$ cat config.mk
export PLATFORM = sky130hd
export DESIGN_NAME = cla_pipe_addsub
export DESIGN_NICKNAME = d
export VERILOG_FILES = /design/src/rtl/cla_pipe_addsub.sv
export SDC_FILE = /design/constraint.sdc
export NUM_CORES = 1
export LEC_CHECK = 0
export ABC_AREA = 1
export BUFFER_PORTS_ARGS = -buffer_cell sky130_fd_sc_hd__buf_2
export CAP_MARGIN = 20
export CORE_MARGIN = 10
export CORE_UTILIZATION = 60
export DETAILED_ROUTE_END_ITERATION = 10
export PLACE_DENSITY = 0.85
export SETUP_SLACK_MARGIN = 0.02
export SLEW_MARGIN = 20
export SYNTH_ARGS = -nofsm -noshare
export SYNTH_HDL_FRONTEND = slang
export SYNTH_SLANG_ARGS = --single-unit
$ cat constraint.sdc
create_clock -name clk -period 10.1 [get_ports clk]
set_clock_uncertainty 0.15 [all_clocks]
set_input_delay 2.02 -clock clk [delete_from_list [all_inputs] [get_ports clk]]
set_output_delay 2.02 -clock clk [all_outputs]
set_load 0.01 [all_outputs]
$ cat src/rtl/cla_pipe_addsub.sv
// Pipelined add/subtract: one 4-bit carry-lookahead group is resolved per stage,
// with a valid/ready handshake that freezes the whole pipe when the output is blocked.
module cla_pipe_addsub #(
    parameter int WIDTH = 16
) (
    input  logic             clk,
    input  logic             rst_n,
    input  logic             in_valid,
    output logic             in_ready,
    input  logic [WIDTH-1:0] a,
    input  logic [WIDTH-1:0] b,
    input  logic             sub,
    output logic             out_valid,
    input  logic             out_ready,
    output logic [WIDTH-1:0] s,
    output logic             cout,
    output logic             ovf
);
    localparam int GROUPS = WIDTH / 4;
    localparam int LAST   = GROUPS - 1;

    if ((WIDTH % 4) != 0 || WIDTH < 4) begin : g_width_check
        $error("cla_pipe_addsub: WIDTH must be a positive multiple of 4");
    end

    // Returns {carry into bit 3, carry out of bit 3, sum[3:0]}.
    function automatic logic [5:0] cla4(input logic [3:0] x, input logic [3:0] y,
                                        input logic ci);
        logic [3:0] p;
        logic [3:0] g;
        logic [3:0] c;
        p    = x ^ y;
        g    = x & y;
        c[0] = g[0] | (p[0] & ci);
        c[1] = g[1] | (p[1] & g[0]) | (p[1] & p[0] & ci);
        c[2] = g[2] | (p[2] & g[1]) | (p[2] & p[1] & g[0]) | (p[2] & p[1] & p[0] & ci);
        c[3] = g[3] | (p[3] & g[2]) | (p[3] & p[2] & g[1]) | (p[3] & p[2] & p[1] & g[0])
             | (p[3] & p[2] & p[1] & p[0] & ci);
        return {c[2], c[3], p ^ {c[2:0], ci}};
    endfunction

    // Operand registers shift right by one group per stage, so the group a stage
    // works on always sits in bits [3:0] of the previous stage's register.
    logic [WIDTH-1:0]  a_p [GROUPS];
    logic [WIDTH-1:0]  b_p [GROUPS];
    logic [WIDTH-1:0]  s_p [GROUPS];
    logic [GROUPS-1:0] c_p;
    logic [GROUPS-1:0] vld_p;
    logic              ovf_p;
    logic [5:0]        grp [GROUPS];
    logic [WIDTH-1:0]  b_in;
    logic              stall;

    assign stall    = vld_p[LAST] & ~out_ready;
    assign in_ready = ~stall;
    assign b_in     = b ^ {WIDTH{sub}};

    always_comb begin
        grp[0] = cla4(a[3:0], b_in[3:0], sub);
        for (int k = 1; k < GROUPS; k++) begin
            grp[k] = cla4(a_p[k-1][3:0], b_p[k-1][3:0], c_p[k-1]);
        end
    end

    always_ff @(posedge clk) begin
        if (!rst_n) begin
            vld_p <= '0;
            c_p   <= '0;
            ovf_p <= 1'b0;
            for (int k = 0; k < GROUPS; k++) begin
                a_p[k] <= '0;
                b_p[k] <= '0;
                s_p[k] <= '0;
            end
        end else if (!stall) begin
            // stage 0: group 0 from the raw inputs
            vld_p[0] <= in_valid;
            a_p[0]   <= a >> 4;
            b_p[0]   <= b_in >> 4;
            s_p[0]   <= WIDTH'(grp[0][3:0]);
            c_p[0]   <= grp[0][4];
            // stage k: group k, carry-in from stage k-1
            for (int k = 1; k < GROUPS; k++) begin
                vld_p[k]         <= vld_p[k-1];
                a_p[k]           <= a_p[k-1] >> 4;
                b_p[k]           <= b_p[k-1] >> 4;
                s_p[k]           <= s_p[k-1];
                s_p[k][4*k +: 4] <= grp[k][3:0];
                c_p[k]           <= grp[k][4];
            end
            ovf_p <= grp[LAST][5] ^ grp[LAST][4];
        end
    end

    // The last stage has no group left to hand on, so its operand copies are dead.
    logic unused_ops;
    assign unused_ops = ^{a_p[LAST], b_p[LAST]};

    assign out_valid = vld_p[LAST];
    assign s         = s_p[LAST];
    assign cout      = c_p[LAST];
    assign ovf       = ovf_p;
endmodule

==> metrics, run 1 <==
register area=2820 um2; max-slew violations=0; period utilization=47.2%; DIE AREA=11,200 um2; VDD IR max=75.1 uV; Area growth, synth to finish=12.5%; relative slew slack=45.9%; Clock transition at path regs=90 ps; vias=2,705; I/O pins=57; HPWL after DPL=4620 um; GRT Overall Usage=12.8%; Via density=4.69; antenna violations before repair=0; YS warnings=0; Synthesized Nets=473; register-to-register path setup slack=7820 ps; Max Cap Viol=0; Crit path required time=7930 ps; Setup Buffers After CTS=0; drt pass-1 iters=7; Layout Nets=529; crit path capture type=output port; worst slack at placement=5410 ps; DRT iter0 DRCs=149; non-filler instance count after layout=577; CTS Hold Bufs=0; WL met2=3300 um; Core Rows=31; Clock Path Buffers=2; Worst-Skew Late Latency=360 ps; Post-DRT Antenna Nets=0; sequential area share after synthesis=64.1%; Die W=106 um; Max Fclk=210 MHz; Fin. Hold Viols=0; P_leak=2.33 nW; WHS=314 ps; CP Class=in -> out; post-synthesis average cell area=10.6 um2; setup slack after layout=5330 ps; Min Clock Period, post-route=4770 ps; Hold Path Class=reg -> reg; Die Y=106 um; total gr overflow=0; Layout fillers=546; CTS buffer count=9; CP Max Fanout=2; Post-synth EDFFs=88; # placed instances=561; DR DRC count=0; CP Launch Type=input pin; PwrDens=162 nW/um2; Core Area=7210 um2; post-cts sizing count=0; share of cells above drive strength 1=16.3%; Synth Register Bits=97; Synth async-reset ratio=0%; top sig layer=met4; Multi-input gate area=1190 um2; Netlist cell types=24; CTS tree=done; met3 WL=406 um; final setup TNS=0 ps; worst slew pin tran=812 ps; number of global-route vias before repair=2,758; htree depth=3; routability congestion estimate from global placement=0.811; Post-Syn Area=4410 um2; RSZ-0062 raised after global routing=no; starting density of the core=61.1%; ys flop type=edfxtp_1; total wire length=6810 um; first-pass GRT wire length=11,800 um; pin count of the biggest net entering global routing=93; fin util=68.7%; CTS Sinks=97; final antenna diode count=0; DR WL/cell=11.8 um; IO Port Bufs=56; Worst Path Arrival=2600 ps; clock root cell=clkbuf_8; wl on met1=3010 um; cells after synthesis=417; # setup viols final=0; status=finished, final reports clean
## worst max-delay path: stages
cell and delay (ps):
buf_2 100, nor2_2 240, inv_2 80, buf_2 150
## cell families after synthesis
| group | synth area share, % |
|---|---|
| AND/OR/NAND/NOR | 14.7 |
| AO/OA/AOI/OAI | 2.33 |
| adder cells (fa/ha/maj) | 5.91 |
| flip-flops | 64.1 |
| XOR/XNOR | 3.78 |
| buffers and inverters | 9.17 |
## stage by stage
step,instance area (um2),total power [mW]
after detailed placement,4750,0.565
after CTS,4950,0.810
final,4960,0.805
after global placement,4750,0.559
after floorplan,4410,0.541
after global routing,4960,0.840
## synthesized netlist by cell type (2+ instances only)
library cell	count	share of area (%)
nand3_1	14	1.6
xnor2_1	14	2.8
nor2_1	94	8.0
inv_1	87	7.4
ha_1	16	4.5
buf_2	8	0.91
nand4_1	2	0.28
fa_1	3	1.4
o21ai_0	5	0.57
inv_2	3	0.26
dfxtp_1	9	4.1
xor2_1	5	0.99
buf_4	2	0.34
a21oi_1	10	1.1
edfxtp_1	88	60
nand2_1	49	4.2
## final timing paths
kind,endpoint,startpoint,cells after the start
worst max-delay path,in_ready,out_ready,4
worst min-delay path,vld_p[3]$_SDFFE_PN0N_,vld_p[2]$_SDFFE_PN0N_,2
worst max register to register,s_p[0][2]$_SDFFCE_PN0P_,vld_p[3]$_SDFFE_PN0N_,7
worst min register to register,vld_p[3]$_SDFFE_PN0N_,vld_p[2]$_SDFFE_PN0N_,2
## layout make-up
cell class | count | share of cell area [%]
Inverter | 90 | 6.81
Sequential cell | 97 | 56.9
Tap cell | 99 | 2.50
Timing Repair Buffer | 56 | 5.65
Clock inverter | 5 | 1.14
Multi-Input combinational cell | 219 | 24.1
Clock buffer | 11 | 2.85
## layout by cell type, fill, tap and decap left out
master,synthesis,layout
clkbuf_1,0,1
nand3_1,14,14
nand2_1,49,48
o21ai_0,5,5
clkinv_4,0,1
a21oi_1,10,10
edfxtp_1,88,88
o22ai_1,1,1
nand2_8,0,1
nand4_1,2,2
nand2_4,1,1
fa_1,3,3
nor3b_2,1,1
clkinvlp_4,0,1
clkinv_2,0,2
ha_1,16,16
xnor2_1,14,14
nor2_2,1,1
inv_2,3,3
clkbuf_8,0,10
inv_1,87,87
bufinv_16,0,1
a22o_1,1,1
o21a_1,1,1
nor2_1,94,94
o21ai_1,1,1
xor2_1,5,5
buf_2,8,56
dfxtp_1,9,9
## per-layer routing
metal	track usage, %	vias to the layer above
li1	-	1416
met1	14.1	1214
met5	0	-
met3	4.81	11
met2	21.9	64
met4	5.32	0
## power by group
part           total [mW]  switching, mW  internal [mW]
combinational      0.0813         0.0479         0.0334
clock               0.249          0.128          0.121
sequential          0.475        0.00851          0.466
## sequential cells by signal (all words and copies together) (netlist names)
register,count
s_p,40
a_p,24
c_p,4
vld_p,4
b_p,24
ovf,1
Power figures use the tool's default switching activity.
==> run 2: changes to the inputs <==
- CORE_UTILIZATION: 60 -> 52
- PLACE_DENSITY: 0.85 -> 0.79
- clock period: 10.1 -> 4.21 ns (I/O delays scaled with it)
==> run 2 against run 1 <==
Net effect: global-route usage fell by 1.4 points; sequential share of layout area is 0.48 points lower; first-iteration DRC count down 9.4%; cell count rose by 1.0%; utilization shrank 7.9 points; wire length grew 2.5%; worst setup slack got worse by 3500 ps; highest routed layer unchanged.
==> metrics, run 2 (synthesis gave the netlist of run 1 again) <==
register area=2820 um2; CP Class=in -> out; VDD IR max=186 uV; CP Max Fanout=2; share of cells above drive strength 1=15.9%; Core Rows=33; clock root cell=clkbuf_8; P_leak=2.34 nW; final antenna diode count=0; Clock transition at path regs=80 ps; worst slack at placement=1530 ps; CTS tree=done; Min Clock Period, post-route=2410 ps; Multi-input gate area=1190 um2; DR DRC count=0; most frequent CP cell=buf_2; IO Port Bufs=56; CTS Hold Bufs=0; htree depth=3; total gr overflow=0; drt pass-1 iters=4; Max Fclk=415 MHz; PwrDens=403 nW/um2; Layout fillers=675; I/O pins=57; RSZ-0062 raised after global routing=no; max incr delay on CP=230 ps; pin count of the biggest net entering global routing=93; GRT Overall Usage=11.4%; status=finished, final reports clean; Post-DRT Antenna Nets=0; relative slew slack=56.2%; # setup viols final=0; Max Cap Viol=0; non-filler instance count after layout=583; Die Y=112 um; Crit path required time=3220 ps; routability congestion estimate from global placement=0.854; Setup Buffers After CTS=0; Die W=112 um; total wire length=6990 um; Area growth, synth to finish=13.5%; DR WL/cell=12.0 um; Via density=4.58; Worst-Skew Late Latency=350 ps; most frequent cells in the layout=nor2_1 (94), edfxtp_1 (88), inv_1 (87), buf_2 (56), nand2_1 (48); period utilization=57.2%; Worst Path Arrival=1420 ps; Core Area=8220 um2; Top reg by flops=s_p; DRT iter0 DRCs=135; max-slew violations=0; Hold Path Class=reg -> reg; WHS=312 ps; CTS buffer count=9; number of global-route vias before repair=2,768; commonest non-fill, non-tap cell in the layout=nor2_1; setup slack after layout=1800 ps; first-pass GRT wire length=12,000 um; vias=2,670; post-cts sizing count=0; final setup TNS=0 ps; CP Launch Type=input pin; DIE AREA=12,600 um2; antenna violations before repair=0; Clock Path Buffers=2; Fin. Hold Viols=0; # placed instances=568; worst slew pin tran=657 ps; Crit-path slowest cell=nor2_2; starting density of the core=53.6%; crit-path cells=buf_2 -> nor2_2 -> inv_2 -> buf_2; max reg flops=40; Layout Nets=530; CTS Sinks=97; crit path capture type=output port; HPWL after DPL=4750 um; largest registers=s_p (40), a_p (24), b_p (24)
## run 2: cell count changes in the layout (fill, tap and decap cells not counted)
cell	change
bufinv_16	+2
clkbuf_1	+2
clkinv_2	-2
buf_4	+1
clkbuf_8	-1
clkinv_4	-1
clkinvlp_4	-1
## run 2: critical path: cells and delay by family
kind | cells | cell delay (ps)
AND/OR/NAND/NOR | 1 | 230
buffers and inverters | 3 | 340
## run 2: path summary, 6_finish.rpt
| check | start | endpoint | slack, ps | depth (start not counted) |
|---|---|---|---|---|
| max reg2reg | vld_p[3]$_SDFFE_PN0N_ | a_p[0][24]$_SDFFCE_PN0P_ | 2200 | 6 |
| min reg2reg | vld_p[2]$_SDFFE_PN0N_ | vld_p[3]$_SDFFE_PN0N_ | 310 | 2 |
| min | vld_p[2]$_SDFFE_PN0N_ | vld_p[3]$_SDFFE_PN0N_ | 310 | 2 |
| max | out_ready | in_ready | 1800 | 4 |
## run 2: final cells by class
class	instances	share of cell area, %
multi-input combinational	219	23.9
inverter	90	6.76
clock inverter	3	1.80
timing repair buffer	57	5.76
sequential	97	56.5
clock buffer	12	2.70
tap	105	2.63
## run 2: routing by layer
layer	share of wire (%)	vias to the layer above	global-route usage, %	wire length [um]
met5	0	-	0	0
met2	48	68	19.3	3320
met4	2.7	0	6.68	186
met3	5.4	14	3.57	379
li1	-	1415	-	-
met1	44	1173	12.4	3100
## run 2: power by group
part / internal [mW] / switching [mW]
Combinational: 0.0800 / 0.113
Clock: 0.393 / 0.292
Sequential: 1.12 / 0.0206
## run 2: through the flow
step | power (mW) | cell area, um2 | utilization (%)
global route | 2.10 | 5000 | 60.8
global placement | 1.34 | 4770 | 58.0
finish | 2.02 | 5000 | 60.8
CTS | 2.02 | 4990 | 60.7
detailed placement | 1.36 | 4770 | 58.0
floorplan | 1.30 | 4410 | -
